`config.mk`:
```
export PLATFORM = sky130hd
export DESIGN_NAME = funcmod_pdat_rx
export DESIGN_NICKNAME = d
export VERILOG_FILES = /design/src/rtl/pdat_rx_pkg.sv /design/src/rtl/pdat_rx_buf.sv /design/src/rtl/funcmod_pdat_rx.sv
export SDC_FILE = /design/constraint.sdc
export NUM_CORES = 2
export LEC_CHECK = 0
export BUFFER_PORTS_ARGS = -buffer_cell sky130_fd_sc_hd__buf_4
export CAP_MARGIN = 10
export CORE_ASPECT_RATIO = 0.9
export CORE_UTILIZATION = 55
export DETAILED_ROUTE_END_ITERATION = 10
export HOLD_SLACK_MARGIN = 0.06
export PLACE_DENSITY_LB_ADDON = 0.25
export SLEW_MARGIN = 10
export SYNTH_ARGS = -nofsm -noshare
export SYNTH_HDL_FRONTEND = slang
export SYNTH_MEMORY_MAX_BITS = 65536
export SYNTH_SLANG_ARGS = --single-unit
```
`constraint.sdc`:
```
create_clock -name clk -period 5.5 [get_ports clk]
set_clock_uncertainty 0.15 [all_clocks]
set_input_delay 0.55 -clock clk [delete_from_list [all_inputs] [get_ports clk]]
set_output_delay 0.55 -clock clk [all_outputs]
set_load 0.01 [all_outputs]
```
`src/rtl/pdat_rx_pkg.sv`:
```
// Shared definitions for the parallel-data capture receiver.
// Holds the FSM state encoding and the synchronizer depth floor.
package pdat_rx_pkg;

   typedef enum logic [1:0] {
      ST_IDLE = 2'd0,
      ST_WAIT = 2'd1,
      ST_CAPT = 2'd2,
      ST_DONE = 2'd3
   } state_e;

   localparam int N_SYN_MIN = 2;

endpackage

```
`src/rtl/pdat_rx_buf.sv`:
```
// Simple dual-port capture RAM: one write port, one registered read port.
// The read register is cleared by reset so the popped-word output starts at zero.
module pdat_rx_buf #(
   parameter int W  = 16,
   parameter int AW = 8
) (
   input  logic          clk_i,
   input  logic          rst_n_i,
   input  logic          wr_en_i,
   input  logic [AW-1:0] wr_addr_i,
   input  logic [W-1:0]  wr_data_i,
   input  logic          rd_en_i,
   input  logic [AW-1:0] rd_addr_i,
   output logic [W-1:0]  rd_data_o
);

   logic [W-1:0] mem_q [2**AW];
   logic [W-1:0] rd_data_q;

   always_ff @(posedge clk_i) begin
      if (wr_en_i) mem_q[wr_addr_i] <= wr_data_i;
   end

   always_ff @(posedge clk_i) begin
      if (!rst_n_i)     rd_data_q <= '0;
      else if (rd_en_i) rd_data_q <= mem_q[rd_addr_i];
   end

   assign rd_data_o = rd_data_q;

endmodule

```
`src/rtl/funcmod_pdat_rx.sv`:
```
// Captures words from an external parallel converter on edges of its data clock,
// stores them in a FIFO and lets the host pop them in the system clock domain.
module funcmod_pdat_rx
   import pdat_rx_pkg::*;
#(
   parameter int W_DAT = 16,
   parameter int AW    = 8,
   parameter int N_SYN = 3
) (
   input  logic             clk,
   input  logic             rst_n,
   input  logic             arm,
   input  logic             abort,
   input  logic [AW:0]      n_smp,
   input  logic             clk_pol,
   input  logic             ext_clk,
   input  logic             ext_frm,
   input  logic [W_DAT-1:0] ext_dat,
   input  logic             rd_en,
   output logic [W_DAT-1:0] rd_dat,
   output logic             rd_vld,
   output logic             busy,
   output logic             done,
   output logic             ovf,
   output logic [AW:0]      level,
   output logic [7:0]       edg_cnt
);

   localparam int          NS    = (N_SYN < N_SYN_MIN) ? N_SYN_MIN : N_SYN;
   localparam int          SW    = W_DAT + 2;
   localparam logic [AW:0] DEPTH = {1'b1, {AW{1'b0}}};

   function automatic logic [7:0] sat_inc8(input logic [7:0] v);
      return (v == 8'hFF) ? v : v + 8'd1;
   endfunction

   logic [SW-1:0]    sync_q [NS];
   logic             clk_dly_q;
   logic             edge_det, frm_s;
   logic [W_DAT-1:0] dat_s;

   state_e        st_q, st_d;
   logic [AW:0]   cnt_q, cnt_d, level_q, level_d, target;
   logic [AW-1:0] wptr_q, rptr_q;
   logic [7:0]    edg_q, edg_d;
   logic          done_q, done_d, ovf_q, ovf_d, rd_vld_q;
   logic          accept, full, we, re;

   // Clock, frame and data share one chain so they stay cycle-aligned;
   // only the clock bit needs the extra stage for edge detection.
   always_ff @(posedge clk) begin
      if (!rst_n) begin
         for (int i = 0; i < NS; i++) sync_q[i] <= '0;
         clk_dly_q <= 1'b0;
      end else begin
         sync_q[0] <= {ext_clk, ext_frm, ext_dat};
         for (int i = 1; i < NS; i++) sync_q[i] <= sync_q[i-1];
         clk_dly_q <= sync_q[NS-1][SW-1];
      end
   end

   assign edge_det = (sync_q[NS-1][SW-1] ^ clk_pol) & ~(clk_dly_q ^ clk_pol);
   assign frm_s    = sync_q[NS-1][SW-2];
   assign dat_s    = sync_q[NS-1][W_DAT-1:0];
   assign target   = (n_smp == '0) ? DEPTH : n_smp;

   always_comb begin
      st_d    = st_q;
      cnt_d   = cnt_q;
      done_d  = done_q;
      ovf_d   = ovf_q;
      edg_d   = edg_q;
      accept  = 1'b0;
      case (st_q)
         ST_IDLE: begin
            if (arm) begin
               st_d   = ST_WAIT;
               cnt_d  = '0;
               done_d = 1'b0;
               ovf_d  = 1'b0;
               edg_d  = '0;
            end
         end
         ST_WAIT, ST_CAPT: begin
            if (abort) begin
               st_d = ST_IDLE;
            end else if (edge_det) begin
               edg_d = sat_inc8(edg_q);
               if (frm_s) begin
                  accept = 1'b1;
                  cnt_d  = cnt_q + 1'b1;
                  if (cnt_d == target) begin
                     st_d   = ST_DONE;
                     done_d = 1'b1;
                  end else begin
                     st_d = ST_CAPT;
                  end
               end else if (st_q == ST_CAPT) begin
                  st_d   = ST_DONE;
                  done_d = 1'b1;
               end
            end
         end
         ST_DONE: st_d = ST_IDLE;
         default: st_d = ST_IDLE;
      endcase
      // A word that arrives while full is dropped but still counts toward n_smp.
      full = (level_q == DEPTH);
      we   = accept & ~full;
      if (accept && full) ovf_d = 1'b1;
      re      = rd_en && (level_q != '0);
      level_d = level_q + {{AW{1'b0}}, we} - {{AW{1'b0}}, re};
   end

   always_ff @(posedge clk) begin
      if (!rst_n) begin
         st_q     <= ST_IDLE;
         cnt_q    <= '0;
         level_q  <= '0;
         wptr_q   <= '0;
         rptr_q   <= '0;
         edg_q    <= '0;
         done_q   <= 1'b0;
         ovf_q    <= 1'b0;
         rd_vld_q <= 1'b0;
      end else begin
         st_q     <= st_d;
         cnt_q    <= cnt_d;
         level_q  <= level_d;
         edg_q    <= edg_d;
         done_q   <= done_d;
         ovf_q    <= ovf_d;
         rd_vld_q <= re;
         if (we) wptr_q <= wptr_q + 1'b1;
         if (re) rptr_q <= rptr_q + 1'b1;
      end
   end

   pdat_rx_buf #(
      .W  (W_DAT),
      .AW (AW)
   ) u_buf (
      .clk_i     (clk),
      .rst_n_i   (rst_n),
      .wr_en_i   (we),
      .wr_addr_i (wptr_q),
      .wr_data_i (dat_s),
      .rd_en_i   (re),
      .rd_addr_i (rptr_q),
      .rd_data_o (rd_dat)
   );

   assign rd_vld  = rd_vld_q;
   assign busy    = (st_q == ST_WAIT) || (st_q == ST_CAPT);
   assign done    = done_q;
   assign ovf     = ovf_q;
   assign level   = level_q;
   assign edg_cnt = edg_q;

endmodule

```
==> impl_metrics.ini <==
[place]
port-buffer-count = 69
place_congestion = 0.935
dp_hpwl_um = 288000
post-place-cells = 11700

[detailed_routing]
drt-total-wl_um = 467000
wl_per_cell_um = 37.3
met3_length_um = 65100
viasPerCell = 6.86
ant_nets = 0
vias = 85900
detail_route.wirelength.met1_um = 174000
drt_iter0_drc = 14700
wl_met2_um = 208000
highest_layer = met5
drcViolationCount = 0
drt_pass1_iterations = 9

[synth]
synthFlopType = edfxtp_1
ys_warn_count = 0
syn_nets = 7672
syn-cell-area_sq_um = 162000
ys_seq_area_frac = 0.772
synth_cells = 7615
ys_async_sr_fraction = 0
synth.distinct_cells = 82
synth-edff-count = 4096
avgSynthCellArea_sq_um = 21.3
ys_ff_latch = 4214

[layout]
area_growth_pct = 13.3
fin_cells = 12500
fin_util = 0.629
final_nets = 8328
drive_above_1_share = 0.266

[critical_path]
path_max_fanout = 27
cp.required_ns = 6.14
critical_path_class = flip-flop to flip-flop
startpoint_type = flip-flop
endpoint_kind = flip-flop
critPathArrivalTime_ns = 5.62

[sta]
final_hold_viol_count = 0
rsz0062_at_grt = false
tightest_slew_ns = 1.38
holdWs_ns = 0.231
drv_slew = 0
setup_tns_ns = 0
clock.fmax_mhz = 201
setup_viol = 0
period_needed_ns = 4.98
slew_headroom = 0.0568
fin_crit_sh = 0.905

[min_path]
hold_class = primary input to flip-flop

[clocking]
numCtsBuffers = 403
clk_latency_ns = 0.92
postCtsSetupRepairBufs = 0
root_buffer = clkbuf_16
clock_path_buffers = 4
cts_resized = 0
tritoncts = built
numClockSinks = 4214
cts_hold_buf = 36
h-tree-depth = 5
clk_pin_slew_worst_paths_ns = 0.07

[run]
maxCapViolCount = 0

[global_routing]
track_usage = 0.315
gr-total-overflow = 0
grt_pass1_wl_um = 649000
grt_pass1_vias = 82200
antenna_found_initial = 34
grt_max_degree = 167

[die]
pin_count = 70
die_w_um = 575
num_rows = 188
dieArea_sq_um = 297000
core_sq_um = 293000
die_y_um = 517
start_util = 0.555

[pwr]
cellPowerDensity_nw_per_um2 = 370
ir_drop_mv = 0.286
total_power_mw = 68.0
leakage_nw = 49.2

[outcome]
outcome = completed
## routing by layer
| layer | track usage | vias up |
|---|---|---|
| met2 | 0.458 | 6691 |
| met4 | 0.123 | 24 |
| met5 | 0 | - |
| met1 | 0.455 | 45100 |
| met3 | 0.0886 | 924 |
| li1 | - | 33200 |
## power by group
group	internal, mW	leakage [nW]	total (mW)	switching [mW]
clock network	15.2	6.23	27.1	11.9
registers	35.0	30.3	35.2	0.208
logic	2.37	12.6	5.68	3.31
## worst paths after layout
kind | end | cells past startpoint | from | slack, ns
min reg2reg | sync_q[0][47]$_SDFF_PN0_ | 1 | sync_q[0][29]$_SDFF_PN0_ | 0.28
max reg2reg | u_buf.rd_data_o[5]$_SDFFE_PN0P_ | 9 | rptr_q[0]$_SDFFE_PN0P_ | 0.52
max | u_buf.rd_data_o[5]$_SDFFE_PN0P_ | 9 | rptr_q[0]$_SDFFE_PN0P_ | 0.52
min | st_q[1]$_SDFFE_PN0P_ | 6 | clk_pol | 0.23
## kinds of logic after synthesis
logic type	count (synthesis)	synth area share
AND/OR/NAND/NOR	778	0.0212
AO/OA/AOI/OAI	750	0.0321
multiplexers	1339	0.154
buffers and inverters	471	0.0167
XOR/XNOR	39	0.00210
flip-flops	4214	0.772
adder cells (fa/ha/maj)	24	0.00190
## through the flow
stage	worst slack (ns)	instance area (sq um)
after floorplan	1.12	162000
after global placement	0.725	171000
after detailed placement	0.660	171000
after CTS	0.854	184000
after global routing	0.569	184000
final	0.523	184000
## synthesized netlist by cell type (9+ instances only)
cell type     n  area [sq um]
buf_4        47           353
xnor2_1      21           184
nor3_1       25           125
o221ai_1     56           490
nand3_1      37           185
o22ai_1      67           419
mux4_2      922         20800
o21ai_0      79           395
a221oi_1     84           736
nor4_1       10          62.6
or3_1         9          56.3
o21ai_1      34           170
a31oi_1      15          93.8
a211o_1      14           123
and3_1       13          81.3
nor2_1      359          1350
buf_1        33           124
a22oi_1      71           533
buf_6        67           754
o211ai_1      9          67.6
a311oi_1     10          87.6
buf_2       133           666
dfxtp_1     118          2360
mux2i_1     388          3880
nand2b_1      9          56.3
nand2_1     194           728
a22o_1       13           114
clkbuf_1    155           582
a211oi_1     29           218
nor2b_1      17           106
edfxtp_1   4096        123000
and2_1       68           425
a2111oi_0    11          96.3
nand4_1      12          75.1
inv_1        26          97.6
a21oi_1     165           826
xor2_1       18           158
a221o_1       9          90.1
mux2_2       29           327
ha_1         23           288
## placed cells by master, fill, tap and decap left out, types with 67 or more instances in the layout
master,count
nor2_1,317
a221oi_1,83
buf_4,592
clkinv_1,90
a21oi_1,165
clkbuf_1,78
edfxtp_1,4096
o21ai_0,79
a22oi_1,71
dfxtp_1,95
mux2i_1,388
clkbuf_16,406
clkinv_2,84
o22ai_1,67
mux4_2,922
nand2_1,177
## sequential cells by signal, indices dropped and copies added (netlist names)
signal           cells
u_buf.rd_data_o     16
edg_cnt              8
rptr_q               8
rd_vld               1
sync_q              54
ovf                  1
cnt_q                9
clk_dly_q            1
wptr_q               8
done                 1
level                9
u_buf.mem_q       4096
st_q                 2
## worst max-delay path, cell delays in order (launching register included)
cell and delay, ns:
dfxtp_4 0.61, buf_12 0.32, buf_12 0.29, buf_4 0.30, buf_4 0.27, mux4_2 0.54
a221oi_1 1.11, o311ai_0 0.75, o2111ai_1 0.30, nand3_1 0.10
## layout make-up
class	instances	area [sq um]
clock buffer	486	10500
inverter	28	121
fill	19500	109000
tap	3895	4870
multi-input combinational	2930	34600
antenna	18	45.0
sequential	4214	125000
clock inverter	251	2290
timing repair buffer	694	6130
(Power assumes the default switching activity.)
